`src/rtl/issue_scoreboard.sv`:
```
// rtl/issue_scoreboard.sv - dual-lane issue scoreboard with busy vector and A-before-B split issue
module issue_scoreboard #(
    parameter int STALL_CNT_W = 16
) (
    input  logic                   clock_i,
    input  logic                   reset_i,
    input  logic                   flush_i,
    input  logic                   A_valid_i,
    input  logic [4:0]             A_rs1_addr_i,
    input  logic                   A_rs1_use_i,
    input  logic [4:0]             A_rs2_addr_i,
    input  logic                   A_rs2_use_i,
    input  logic [4:0]             A_rd_addr_i,
    input  logic                   A_rd_write_i,
    input  logic                   B_valid_i,
    input  logic [4:0]             B_rs1_addr_i,
    input  logic                   B_rs1_use_i,
    input  logic [4:0]             B_rs2_addr_i,
    input  logic                   B_rs2_use_i,
    input  logic [4:0]             B_rd_addr_i,
    input  logic                   B_rd_write_i,
    input  logic                   A_wb_valid_i,
    input  logic [4:0]             A_wb_addr_i,
    input  logic                   B_wb_valid_i,
    input  logic [4:0]             B_wb_addr_i,
    output logic                   A_issue_o,
    output logic                   B_issue_o,
    output logic                   pair_accept_o,
    output logic                   split_o,
    output logic [31:0]            busy_o,
    output logic [STALL_CNT_W-1:0] stall_count_o
);

    typedef enum logic {
        PAIR    = 1'b0,
        SPLIT_B = 1'b1
    } state_t;

    state_t                 state;
    state_t                 state_next;
    logic [31:0]            busy;
    logic [31:0]            busy_next;
    logic [31:0]            wb_clear;
    logic [31:0]            live_busy;
    logic [31:0]            issue_set;
    logic [STALL_CNT_W-1:0] stall_cnt;
    logic                   a_blocked;
    logic                   b_blocked;
    logic                   intra_dep;
    logic                   a_issue;
    logic                   b_issue;
    logic                   accept;
    logic                   stall_inc;

    always_comb begin
        wb_clear = '0;
        if (A_wb_valid_i) wb_clear[A_wb_addr_i] = 1'b1;
        if (B_wb_valid_i) wb_clear[B_wb_addr_i] = 1'b1;
    end

    // A writeback landing this cycle satisfies readers: the regfile captures read addresses on the write edge.
    assign live_busy = busy & ~wb_clear & 32'hFFFF_FFFE;

    assign a_blocked = (A_rs1_use_i  && live_busy[A_rs1_addr_i]) ||
                       (A_rs2_use_i  && live_busy[A_rs2_addr_i]) ||
                       (A_rd_write_i && live_busy[A_rd_addr_i]);

    assign b_blocked = (B_rs1_use_i  && live_busy[B_rs1_addr_i]) ||
                       (B_rs2_use_i  && live_busy[B_rs2_addr_i]) ||
                       (B_rd_write_i && live_busy[B_rd_addr_i]);

    assign intra_dep = A_rd_write_i && (A_rd_addr_i != 5'd0) &&
                       ((B_rs1_use_i  && (B_rs1_addr_i == A_rd_addr_i)) ||
                        (B_rs2_use_i  && (B_rs2_addr_i == A_rd_addr_i)) ||
                        (B_rd_write_i && (B_rd_addr_i  == A_rd_addr_i)));

    always_comb begin
        state_next = state;
        a_issue    = 1'b0;
        b_issue    = 1'b0;
        accept     = 1'b0;
        if (flush_i) begin
            state_next = PAIR;
        end else begin
            case (state)
                PAIR: begin
                    if (A_valid_i) begin
                        if (!a_blocked) begin
                            a_issue = 1'b1;
                            if (!B_valid_i) begin
                                accept = 1'b1;
                            end else if (!b_blocked && !intra_dep) begin
                                b_issue = 1'b1;
                                accept  = 1'b1;
                            end else begin
                                state_next = SPLIT_B;
                            end
                        end
                    end else if (B_valid_i) begin
                        b_issue = !b_blocked;
                        accept  = !b_blocked;
                    end else begin
                        accept = 1'b1;
                    end
                end
                SPLIT_B: begin
                    // Lane A already issued; its rd is busy, so B waits on writeback like any RAW.
                    if (!B_valid_i) begin
                        accept     = 1'b1;
                        state_next = PAIR;
                    end else if (!b_blocked) begin
                        b_issue    = 1'b1;
                        accept     = 1'b1;
                        state_next = PAIR;
                    end
                end
                default: state_next = PAIR;
            endcase
        end
    end

    always_comb begin
        issue_set = '0;
        if (a_issue && A_rd_write_i) issue_set[A_rd_addr_i] = 1'b1;
        if (b_issue && B_rd_write_i) issue_set[B_rd_addr_i] = 1'b1;
    end

    // Set after clear so a fresh issue survives a same-cycle writeback of the old value.
    assign busy_next = ((busy & ~wb_clear) | issue_set) & 32'hFFFF_FFFE;

    assign stall_inc = (A_valid_i || B_valid_i || (state == SPLIT_B)) &&
                       !a_issue && !b_issue && !flush_i;

    always_ff @(posedge clock_i or posedge reset_i) begin
        if (reset_i) begin
            state     <= PAIR;
            busy      <= '0;
            stall_cnt <= '0;
        end else begin
            if (flush_i) begin
                state <= PAIR;
                busy  <= '0;
            end else begin
                state <= state_next;
                busy  <= busy_next;
            end
            if (stall_inc && (stall_cnt != {STALL_CNT_W{1'b1}})) begin
                stall_cnt <= stall_cnt + STALL_CNT_W'(1);
            end
        end
    end

    assign A_issue_o     = a_issue;
    assign B_issue_o     = b_issue;
    assign pair_accept_o = accept;
    assign split_o       = (state == SPLIT_B);
    assign busy_o        = busy;
    assign stall_count_o = stall_cnt;

endmodule

```
`config.mk`:
```
export PLATFORM = sky130hd
export DESIGN_NAME = issue_scoreboard
export DESIGN_NICKNAME = d
export VERILOG_FILES = /design/src/rtl/issue_scoreboard.sv
export SDC_FILE = /design/constraint.sdc
export NUM_CORES = 1
export LEC_CHECK = 0
export ABC_CLOCK_PERIOD_IN_PS = 3800
export BUFFER_PORTS_ARGS = -buffer_cell sky130_fd_sc_hd__buf_4
export CAP_MARGIN = 10
export CORE_UTILIZATION = 55
export CTS_CLUSTER_SIZE = 12
export DETAILED_ROUTE_END_ITERATION = 8
export MAX_ROUTING_LAYER = met4
export PLACE_DENSITY = 0.8
export SLEW_MARGIN = 5
export SYNTH_ARGS = -nofsm -noshare
export SYNTH_HDL_FRONTEND = slang
export SYNTH_SLANG_ARGS = --single-unit
```
`constraint.sdc`:
```
create_clock -name clock_i -period 3.8 [get_ports clock_i]
set_clock_uncertainty 0.05 [all_clocks]
set_input_delay 0 -clock clock_i [delete_from_list [all_inputs] [get_ports clock_i]]
set_output_delay 0 -clock clock_i [all_outputs]
set_load 0.005 [all_outputs]
```
==> metrics.csv <==
metric,value,unit
status,finished clean,
most frequent cells in the layout,"136 x buf_4, 52 x nor2_1, 48 x dfrtp_1, 42 x o22ai_1, 35 x nand2_1",
startpoint types,input port,
"Async S/R FF share, synth",1.00,
die height,100,um
Reg2Reg Depth,11,
R2R setup slack,0.38,ns
drt wl/cell,26.1,um
setup TNS,0,ns
Seq cells post-synth,48,
CP Max Fanout,12,
via-per-instance ratio,7.37,
CTS root buffer,clkbuf_8,
Worst Setup End Kind,register,
Netlist cell types,78,
Netlist Area Pre-Place,0.00528,mm^2
Total GRT Usage,0.474,
syn avg cell area,8.13,um^2
"Setup violations, final",0,
post-synth top area cell,dfrtp_1,
CTS Buf Count,5,
port bufs,103,
Detailed Place HPWL,16.9,mm
peak supply drop,0.379,mV
drt pass-1 iters,6,
Power Dens Cells,221,mW/mm^2
gr ovfl total,0,
number of global-route vias before repair,5878,
Syn Inst Count,650,
Final Hold Violating Endpoints,0,
Core Area,0.00928,mm^2
RSZ-0062 raised after global routing,false,
leakage,0.00259,uW
Starting Density,0.569,
Hold WC Path Type,in -> reg,
Critical Path AT,3.68,ns
global route hottest layer,met2,
synth top area cells,"dfrtp_1 23%, o22ai_1 5.0%, o221ai_1 4.5%",
postcts setup bufs,0,
die width,100,um
first-pass GRT wire length,34.4,mm
global-route met2 utilization,0.680,
GP Congestion,1.09,
clk slew on worst S/H paths,0.10,ns
max_cap viols,0,
Final ANT Viol Nets,0,
final core utilization,0.693,
Crit path required time,3.97,ns
die area,0.0100,mm^2
GR met1 Demand/Resource,0.622,
largest net degree at the start of global routing,49,
slew at the pin closest to its max-slew limit,1.16,ns
num rows,35,
share of layout cells above drive strength 1,0.246,
Tmin final,3.51,ns
type of the worst setup path,in -> reg,
fmax,285,MHz
Placed Area,0.00632,mm^2
clk sink count,48,
"Area growth, synth to finish",21.8,%
post_cts resized,0,
final period utilization,0.923,
Clock Tree Buf Depth,2,
dpl ws,0.286,ns
final worst slack,0.293,ns
initial antenna violation count,0,
net count of the mapped netlist,704,
final wirelength,23.1,mm
DRC violation count after routing,0,
worst hold path stage count,3,
met3 usage,0.141,
n_diodes,0,
Max-slew headroom,0.229,
clk_lat worst skew,0.31,ns
H-tree depth,2,
Nets,808,
Vias,6518,
max-slew violations,0,
top cell type's share of synthesized area,0.227,
prevailing post-synth register cell,dfrtp_1,
sequential element share of the synthesized area,0.227,
Final Cell Area,0.00643,mm^2
Ports,105,
CTS tree,done,
yosys warns,0,
"most common cell after layout, fill and taps aside",buf_4,
"EDFF count, synth",0,
initial drt markers,1050,
## what timing repair did
action | in CTS | in global routing
hold endpoints to repair | 49 | 0
hold buffers | 2 | 0
endpoints found under the setup margin | 0 | 0
## metal layers
layer	vias up	part of all wire
li1	2788	-
met1	3036	0.37
met2	584	0.42
met3	110	0.15
met4	0	0.058
met5	-	0
## kinds of logic (layout without fill, tap and decap cells)
group	Yosys count	in the layout	synth area share
AND/OR/NAND/NOR	256	256	0.284
AO/OA/AOI/OAI	225	225	0.323
buffers and inverters	59	164	0.0436
flip-flops	48	48	0.227
XOR/XNOR	32	32	0.0531
multiplexers	28	28	0.0661
adder cells (fa/ha/maj)	1	1	0.00237
other	1	1	0.000710
## power by group
group,switching [uW],internal [uW]
registers,39.9,542
logic,288,211
clock network,190,149
total,517,902
## per-stage QoR
| step | hold slack [ns] | instances | total power, uW |
|---|---|---|---|
| CTS | 0.0466 | 884 | 1400 |
| global placement | 0.225 | 874 | 1060 |
| detailed placement | 0.249 | 874 | 1070 |
| global route | 0.0585 | 884 | 1470 |
| finish | 0.0531 | 884 | 1420 |
| floorplan | 0.0137 | 650 | 859 |
## Yosys cell counts (all sizes together) (6+ instances only)
cell type and n:
a2111oi 8, a211oi 6, a21boi 17, a21oi 26, a22oi 6, a31oi 6
and3 9, buf 8, clkbuf 34, dfrtp 48, inv 17, mux2i 18
nand2 35, nand2b 21, nand3 28, nand3b 10, nand4 17, nand4b 6
nand4bb 7, nor2 52, nor2b 11, nor3 26, nor3b 7, nor4 8
o211ai 6, o21ai 19, o221a 14, o221ai 29, o22ai 42, xnor2 6
xor2 26
## sequential cells by signal, summed over array words and instances, names as in the netlist
signal         flops
split_o            1
stall_count_o     16
busy_o            31
## worst paths after layout
path / endpoint / from
setup / recovery: busy_o[4]$_DFF_PP0_ / A_wb_addr_i[0]
hold / removal: busy_o[18]$_DFF_PP0_ / B_rd_write_i
setup reg to reg: stall_count_o[14]$_DFFE_PP0P_ / busy_o[12]$_DFF_PP0_
hold reg to reg: stall_count_o[13]$_DFFE_PP0P_ / stall_count_o[13]$_DFFE_PP0P_
max in group asynchronous: busy_o[6]$_DFF_PP0_ / reset_i
min in group asynchronous: stall_count_o[3]$_DFFE_PP0P_ / reset_i
## final cells by class
class                      instances  area (um^2)
inverter                          17         63.8
multi-input combinational        543         3850
tap                              129          161
clock buffer                       6         82.6
fill                             763         2850
timing repair buffer             139         1060
clock inverter                     2         13.8
sequential                        48         1200
## critical path: stages
cell	delay (ns)
buf_4	0.13
or2_1	0.41
o221ai_1	0.98
mux4_2	0.44
a211oi_1	0.06
a2111oi_0	0.44
a311o_2	0.28
a41oi_2	0.15
nor3_4	0.18
buf_12	0.16
nand4_4	0.20
o22ai_1	0.23
(Power assumes the default switching activity.)
